===== src/rtl/fetch_stream_source.sv =====
// Fetch-side stream producer: sequential PC generation, 1-cycle instruction memory
// reads, and a DEPTH-entry first-word-fall-through FIFO of {pc, instr} packets.
module fetch_stream_source #(
  parameter logic [31:0] RESET_PC = 32'h0000_0000,
  parameter int unsigned DEPTH    = 4
) (
  input  logic                     clk,
  input  logic                     reset_n,
  input  logic                     mispredict,
  input  logic [31:0]              redirect_pc,
  output logic                     imem_req_valid,
  output logic [31:0]              imem_req_addr,
  input  logic [31:0]              imem_rdata,
  output logic                     valid_out,
  input  logic                     ready_out,
  output logic [31:0]              pc_out,
  output logic [31:0]              instr_out,
  output logic [$clog2(DEPTH):0]   fifo_count
);

  localparam int unsigned PW = $clog2(DEPTH);
  localparam logic [PW+1:0] DEPTH_W = (PW+2)'(DEPTH);

  logic [31:0]   pc_q;
  logic          inflight_q;
  logic [31:0]   inflight_pc_q;
  logic [PW-1:0] wr_ptr_q;
  logic [PW-1:0] rd_ptr_q;
  logic [PW:0]   count_q;
  logic [31:0]   pc_mem    [DEPTH];
  logic [31:0]   instr_mem [DEPTH];

  logic [PW+1:0] occupancy;
  logic          issue;
  logic          push;
  logic          pop;

  // Credit counts the outstanding read as occupied and ignores a same-cycle pop,
  // so a response always has a free slot waiting for it.
  always_comb begin
    occupancy      = {1'b0, count_q} + (PW+2)'(inflight_q);
    issue          = reset_n && !mispredict && (occupancy < DEPTH_W);
    push           = inflight_q && !mispredict;
    valid_out      = (count_q != '0) && !mispredict;
    pop            = valid_out && ready_out;
    imem_req_valid = issue;
    imem_req_addr  = pc_q;
    pc_out         = pc_mem[rd_ptr_q];
    instr_out      = instr_mem[rd_ptr_q];
    fifo_count     = count_q;
  end

  always_ff @(posedge clk or negedge reset_n) begin
    if (!reset_n) begin
      pc_q          <= RESET_PC;
      inflight_q    <= 1'b0;
      inflight_pc_q <= '0;
      wr_ptr_q      <= '0;
      rd_ptr_q      <= '0;
      count_q       <= '0;
      for (int unsigned i = 0; i < DEPTH; i++) begin
        pc_mem[i]    <= '0;
        instr_mem[i] <= '0;
      end
    end else if (mispredict) begin
      pc_q       <= redirect_pc & ~32'h0000_0003;
      inflight_q <= 1'b0;
      wr_ptr_q   <= '0;
      rd_ptr_q   <= '0;
      count_q    <= '0;
    end else begin
      inflight_q <= issue;
      if (issue) begin
        pc_q          <= pc_q + 32'd4;
        inflight_pc_q <= pc_q;
      end
      if (push) begin
        pc_mem[wr_ptr_q]    <= inflight_pc_q;
        instr_mem[wr_ptr_q] <= imem_rdata;
        wr_ptr_q            <= wr_ptr_q + 1'b1;
      end
      if (pop) begin
        rd_ptr_q <= rd_ptr_q + 1'b1;
      end
      count_q <= count_q + (PW+1)'(push) - (PW+1)'(pop);
    end
  end

endmodule

===== config.mk =====
export PLATFORM = sky130hd
export DESIGN_NAME = fetch_stream_source
export DESIGN_NICKNAME = d
export VERILOG_FILES = /design/src/rtl/fetch_stream_source.sv
export SDC_FILE = /design/constraint.sdc
export NUM_CORES = 1
export LEC_CHECK = 0
export BUFFER_PORTS_ARGS = -buffer_cell sky130_fd_sc_hd__buf_2
export CAP_MARGIN = 30
export CELL_PAD_IN_SITES_DETAIL_PLACEMENT = 0
export CELL_PAD_IN_SITES_GLOBAL_PLACEMENT = 1
export CORE_MARGIN = 3
export CORE_UTILIZATION = 44
export CTS_CLUSTER_DIAMETER = 40
export DETAILED_ROUTE_END_ITERATION = 16
export PLACE_DENSITY = 0.73
export SLEW_MARGIN = 20
export SYNTH_ARGS = -nofsm -noshare
export SYNTH_HDL_FRONTEND = slang
export SYNTH_SLANG_ARGS = --single-unit

===== constraint.sdc =====
create_clock -name clk -period 1.9 [get_ports clk]
set_input_delay 0.38 -clock clk [delete_from_list [all_inputs] [get_ports clk]]
set_output_delay 0.38 -clock clk [all_outputs]
set_load 0.02 [all_outputs]

==> metrics list, run 1 <==
* Synth cell types: 38
* Later-pin clock latency in the skew report: 0.54 ns
* Crit share post-route: 130%
- Ranked by total cell area, the synthesized netlist is headed by dfrtp_1 (56%), mux2_2 (22%), mux4_2 (9.9%), xnor2_1 (1.9%), nand2_1 (1.2%).
* Pin count of the biggest net entering global routing: 117
* Max Clock Skew: 0.0187 ns
- Effective utilization at floorplan: 44.7%
- Kind of path behind the tightest hold check: primary input to flip-flop
- Wire length of the first global-routing pass: 51.6 mm
- Worst relative slew slack: 46.8%
- Total via count in the routed design: 8513
- Buffers inserted during clock tree synthesis total 49.
- The share of synthesized area in the top cell type comes to 55.9%.
- In the final layout, the multi-input gates occupy 0.00629 sq mm.
* Iteration-0 DRC Markers: 276
- Total power for the finished layout comes to 29500 uW.
- Setup repair after global routing missed its margin: true
- Mean instance size in the synthesized netlist: 15.4 sq um
* Status: finished with violations
- Time the final worst path needs with I/O delays and setup: 2.47 ns
* Antenna violations before repair: 1
* Fraction of final layout cells sized beyond drive strength 1: 60.8%
- In this run the vertical extent of the chip is 185 um.
- Nets: 1254
* Synthesized flop and latch total: 316
- Global placer's final weighted congestion: 0.748
* Vias per inst: 5.26
- Placed inst area: 0.0161 sq mm
- STA classifies the critical path startpoint as a flip-flop.
- After technology mapping, the gate count stands at 919.
- Clk pin slew, worst setup/hold paths: 0.05 ns
* Core outline area: 0.0316 sq mm
* Count of standard-cell rows: 65
* Via count of the first global-routing pass: 9130
* Sequential fraction of the synthesis area: 55.9%
* Violated checks: negative setup slack
- The hold violation total from the final report came to 0.
- For this run, the top clock speed supported by timing is 405 MHz.
- Cell taking the most area after synthesis: dfrtp_1
- Global routing used 19.3% of the available tracks across all layers.
* HPWL after detailed placement: 19.8 mm
* Clk sinks: 316
* Worst Setup Slack, final: -0.567 ns
* Cell at the root of the clock tree: clkbuf_16
- Maximum net fanout on the critical path: 3
- First-pass iteration count of the detailed router: 4
* Filler Cells Inserted: 2480
- Ys Warns: 0
* Static Leakage: 0.00887 uW
- Start-to-end type of the worst setup path: flip-flop to output port
- Across the VDD grid, the largest voltage drop is 0.755 mV.
- TritonCTS built the clock tree.
- Port bufs: 162
- Bufs on Longest Clock Path: 3
- Data on the critical path is required at its endpoint by 1.52 ns.
* Arrival time of data at the critical path endpoint: 2.09 ns
- The number of antenna diodes in the final layout is 0.
- Top-level I/O count: 169
* Netlist Area Pre-Place: 0.0142 sq mm
- The worst setup path is captured at an output port.
* Aggregate routed wire length: 32.4 mm
- Measured along the x axis, the die boundary spans 185 um.
* Post-Place Setup Slack: -0.177 ns
* Worst-margin pin slew: 0.799 ns
- The die covers 0.0344 sq mm.
* Number of max-slew violations in the final report: 0
* Growth of design area from synthesis to finish: 34.0%
- Sequential standard cell area: 0.00792 sq mm
* DRC errors left: 0
* Post-DRT Antenna Nets: 0
- Per-cell routed wire length: 20.0 um
- Number of levels the H-tree was split into: 2
* Total power divided by cell area: 1550 mW/mm^2
* Total congestion overflow: 0
- Count of max-cap constraint violations: 0
- Area of all placed cells without fillers: 0.0190 sq mm
- Setup violations remaining at the end of the flow were counted as 118.
## kinds of logic (layout without fill, tap and decap cells)
kind of cell               count (synthesis)  count (layout)  synth area share [%]
AOI/OAI and AO/OA                         31              31                  1.25
xor gates and xnor gates                  33              33                  2.04
adders and majority gates                  9               9                 0.848
buffers and inverters                     70             361                  2.47
DFF                                      316             316                  55.9
muxes                                    344             346                  32.3
other                                      1               4                0.0265
and+or+nand+nor                          115             115                  5.21
## through the flow
step | util (%) | cells | setup TNS (ns) | hold WS [ns]
global route | 60.0 | 1617 | -43.17 | 0.0301
global placement | 50.8 | 1494 | -4.13 | 0.174
floorplan | - | 922 | -3.81 | 0.0844
CTS | 59.1 | 1613 | -39.76 | 0.0260
finish | 60.0 | 1617 | -34.88 | 0.0468
detailed placement | 50.8 | 1494 | -5.53 | 0.176
## cells in the final DEF, fill, tap and decap left out, types with 8 or more instances in the layout
| master | n |
|---|---|
| mux4_2 | 62 |
| mux2_4 | 26 |
| buf_2 | 98 |
| buf_6 | 68 |
| nor3_4 | 14 |
| dfrtp_1 | 311 |
| clkbuf_8 | 8 |
| nand2_1 | 41 |
| buf_12 | 33 |
| clkbuf_16 | 50 |
| mux2_2 | 256 |
| xnor2_1 | 27 |
| o21ai_1 | 28 |
| buf_4 | 52 |
| nor2_1 | 9 |
| inv_1 | 11 |
| nor4_4 | 8 |
## worst max-delay path, cell delays in order, from the launching register on
cell     delay [ns]
dfrtp_2        0.43
buf_4          0.15
o211a_1        0.24
o32a_4         0.34
nor2_4         0.13
buf_12         0.13
buf_4          0.13
## final cells by class
cell class	instances	area share, %
Clock inverter	29	1.85
Sequential cell	316	41.7
Timing Repair Buffer	261	13.3
Multi-Input combinational cell	538	33.2
Tap cell	402	2.65
Inverter	11	0.218
Clock buffer	60	7.10
## layer usage
metal | wire length [um] | GRT usage (%)
met3 | 1570 | 3.65
met4 | 655 | 4.86
met2 | 16000 | 31.9
met5 | 10 | 0
met1 | 14100 | 26.5
## timing repair
item | in CTS | in global routing
pin swaps | 23 | 23
cloned | 11 | 1
setup buffers | 19 | 9
endpoints found under the hold margin | 37 | 0
endpoints found under the setup margin | 119 | 124
hold buffers | 1 | 0
resized for setup | 133 | 87
## cell usage after synthesis (all sizes together)
library cell and instances:
mux4 62, nor2b 3, nand4 6, and3 4, mux2i 2, o21ai 29
nor2 14, mux2 280, and4 4, o32a 1, dfrtp 316, o211a 1
nor4 8, and2 4, ha 8, nand4b 1, fa 1, nand2b 2
nand2 45, xnor2 30, clkbuf 15, conb 1, xor2 3, nor3b 1
inv 11, nor3 15, buf 44, nand3b 1, nand3 7
## final timing paths
kind                            slack, ns  cells after the start                       from                            end
worst min register to register       0.50                      1  instr_mem[61]$_DFFE_PN0P_      instr_mem[61]$_DFFE_PN0P_
min in group asynchronous            0.07                      3                    reset_n      instr_mem[64]$_DFFE_PN0P_
max in group asynchronous            0.93                      3                    reset_n        fifo_count[2]$_DFF_PN0_
worst max register to register      -0.20                      8    fifo_count[1]$_DFF_PN0_  inflight_pc_q[19]$_DFFE_PN0P_
worst max-delay path                -0.57                      6    fifo_count[1]$_DFF_PN0_                 imem_req_valid
worst min-delay path                 0.05                      3            redirect_pc[21]  imem_req_addr[21]$_DFFE_PN0P_
## sequential cells by signal (all words and copies together) (netlist names)
signal         count
fifo_count         3
imem_req_addr     30
inflight_pc_q     30
inflight_q         1
instr_mem        128
pc_mem           120
rd_ptr_q           2
wr_ptr_q           2
## where the power goes
part	leakage [uW]	total (uW)	internal (uW)	switching (uW)
Combinational	0.00397	10500	6120	4400
Sequential	0.00409	9890	8680	1210
Clock	0.000818	9090	5880	3210
(Power assumes the default switching activity.)
==> run 2, diff against run 1 <==
--- a/config.mk
+++ b/config.mk
@@ -14,7 +14,8 @@
 export CTS_CLUSTER_DIAMETER = 40
 export DETAILED_ROUTE_END_ITERATION = 16
 export PLACE_DENSITY = 0.73
-export SLEW_MARGIN = 20
+export SKIP_CTS_REPAIR_TIMING = 1
+export SLEW_MARGIN = 40
 export SYNTH_ARGS = -nofsm -noshare
 export SYNTH_HDL_FRONTEND = slang
 export SYNTH_SLANG_ARGS = --single-unit
==> constraint.sdc (replaced) <==
create_clock -name clk -period 2.2 [get_ports clk]
set_input_delay 0.44 -clock clk [delete_from_list [all_inputs] [get_ports clk]]
set_output_delay 0.44 -clock clk [all_outputs]
set_load 0.02 [all_outputs]
==> run 2 against run 1 <==
Effect of this change:
- cell count down 2.5%
- first-iteration DRC count grew 21%
- the flow finishes with violations (negative hold slack, negative setup slack)
- non-clock buffer count shrank 40
- global-route usage decreased by 0.58 points
- clock skew about the same
==> metrics list, run 2 (synthesized netlist as in run 1, its figures left out) <==
- Status: finished with violations
- The final reports fail on negative hold slack, negative setup slack.
* Commonest cells after routing, fill and taps aside: dfrtp_1 (314), mux2_2 (279), buf_2 (113)
- Number of CTS-inserted buffers: 49 (unchanged)
- F_max: 396 MHz
- Time the final worst path needs with I/O delays and setup: 2.52 ns
* Core outline area: 0.0316 sq mm (unchanged)
- The initial cell density of the core is 44.7% (unchanged).
- Clk pin slew, worst setup/hold paths: 0.06 ns (about the same)
* Post-Place Setup Slack: 0.0886 ns (+0.266 ns)
* Count of max-cap constraint violations: 0 (unchanged)
- Antenna Cells: 0 (unchanged)
* Clk sinks: 316 (unchanged)
* Worst hold-check slack: -0.0108 ns (-0.0576 ns)
- Wire length of the first global-routing pass: 50.3 mm (-2.7%)
- Pin count of the biggest net entering global routing: 139 (+19%)
- The highest fanout seen on the critical path was 6 (+3).
- The count of routing violations after the opening detailed-route iteration was 333 (+21%).
- Registers with the highest flip-flop counts: instr_mem (128), pc_mem (120)
* Total congestion overflow: 0 (unchanged)
- Count of standard-cell rows: 65 (unchanged)
- The required time of the worst setup path is 1.76 ns (+0.24 ns).
- The worst clock skew came to 0.0188 ns (+0.0000807 ns).
* Growth of design area from synthesis to finish: 26.9%
* Kind of start point of the critical path: flip-flop
- Bufs on Longest Clock Path: 3 (unchanged)
- The half-perimeter wire length after detailed placement was 20.2 mm (+1.7%).
- Top-level I/O count: 169 (unchanged)
- The latest clock arrival within the worst-skew pair came to 0.54 ns (about the same).
* Worst relative slew slack: 56.0% (+9.2 points)
- The leakage power of the design came to 0.00838 uW (-5.6%).
* Post-DRT Antenna Nets: 0 (unchanged)
- The height of the chip is 185 um (unchanged).
- The detailed-route vias per instance is 5.35 (+1.7%).
* Most common cell after layout, fill and taps aside: dfrtp_1
- The number of flip-flops under the largest register name came to 128 (unchanged).
- Of the available clock period, the critical path in the final layout requires 115%.
- Antenna violations before repair: 1 (unchanged)
- Worst reg-to-reg setup slack: 0.04 ns (+0.24 ns)
- Nets: 1212 (-3.3%)
- The number of pins with negative max-slew slack in the final report came to 0 (unchanged).
- The number of detailed-routing iterations run before antenna repair is 4 (unchanged).
* Via count of the first global-routing pass: 8971 (-1.7%)
- The worst setup path is of the flip-flop to output port kind.
- Largest reg by FF count: instr_mem
- The total wire length is 32.8 mm (+1.3%).
- Cell at the root of the clock tree: clkbuf_16
- The worst hold path belongs to the class primary input to async pin.
* Total via count in the routed design: 8439 (-0.87%)
- Category of the worst setup path capture point: output port
- Total power divided by cell area: 1350 mW/mm^2 (-13%)
- The setup violation total in the final timing report came to 63 (-47%).
- Die area: 0.0344 sq mm (unchanged)
* Arrival time of data at the critical path endpoint: 2.08 ns (about the same)
- The number of fill cells is 2562 (+3.3%).
- TritonCTS built the clock tree.
* Largest voltage drop on the vdd net: 1.07 mV (+42%)
- The worst setup slack after layout came to -0.324 ns (+0.242 ns).
* Global placer's final weighted congestion: 0.742 (-0.88%)
- The horizontal die dimension was 185 um (unchanged).
- Final Hold Fails: 13 (+13)
- The aggregate global-route resource usage was 18.7% (-0.58 points).
* Number of levels the H-tree was split into: 2 (unchanged)
- The transition time at the pin with the least slew margin was 0.660 ns (-0.138 ns).
- Per-cell routed wire length: 20.8 um (+3.9%)
* Port bufs: 162 (unchanged)
- Fraction of final layout cells sized beyond drive strength 1: 57.9% (-2.9 points)
* Setup repair after global routing missed its margin: true
- DRC errors left: 0 (unchanged)
## run 2: where the power goes
| part | total (uW) | internal, uW | switching, uW |
|---|---|---|---|
| Clock | 7630 | 4860 | 2770 |
| Sequential | 8600 | 7490 | 1110 |
| Combinational | 8120 | 4540 | 3580 |
| Total | 24300 | 16900 | 7450 |
## run 2: metrics by stage
stage / setup TNS, ns / instance area [sq um] / cells / utilization [%] / total power, uW
after floorplan: 0 / 14200 / 922 / - / 13100
after global placement: 0 / 15700 / 1466 / 49.5 / 15300
after detailed placement: 0 / 15700 / 1466 / 49.5 / 15500
after CTS: -16.49 / 17300 / 1556 / 54.7 / 23300
after global routing: -19.68 / 18000 / 1576 / 56.8 / 25600
final: -15.76 / 18000 / 1576 / 56.8 / 24300
## run 2: critical path, cell delays in order, from the launching register on
cell and delay, ns:
dfrtp_1 0.41, ha_2 0.19, o211a_1 0.23, o32a_4 0.33
nor2_4 0.23, buf_6 0.16
## run 2: path summary, 6_finish.rpt
| kind | startpoint | cells past startpoint | to |
|---|---|---|---|
| max | fifo_count[1]$_DFF_PN0_ | 5 | imem_req_valid |
| max reg2reg | fifo_count[1]$_DFF_PN0_ | 7 | inflight_pc_q[3]$_DFFE_PN0P_ |
| min in group clk | redirect_pc[8] | 3 | imem_req_addr[8]$_DFFE_PN0P_ |
| min reg2reg | instr_mem[59]$_DFFE_PN0P_ | 1 | instr_mem[59]$_DFFE_PN0P_ |
| min | reset_n | 2 | pc_mem[85]$_DFFE_PN0P_ |
| max in group asynchronous | reset_n | 4 | instr_mem[90]$_DFFE_PN0P_ |
## run 2: area by class of cell
type                            count  area, sq um  share of cell area [%]
Tap cell                          402          503                    2.80
Timing Repair Buffer              221         1920                    10.7
Sequential cell                   316         7920                    44.0
Clock inverter                     35          387                    2.15
Multi-Input combinational cell    536         5950                    33.1
Inverter                           11         41.3                   0.230
Clock buffer                       55         1260                    7.00
## run 2: per-layer routing
metal  vias to the layer above  global-route usage, %  part of all wire (%)
met5                         -                      0                 0.040
met4                         2                   4.35                   1.7
met3                        43                   3.79                   4.9
met2                       196                   29.0                    46
met1                      4393                   27.5                    47
li1                       3805                      -                     -
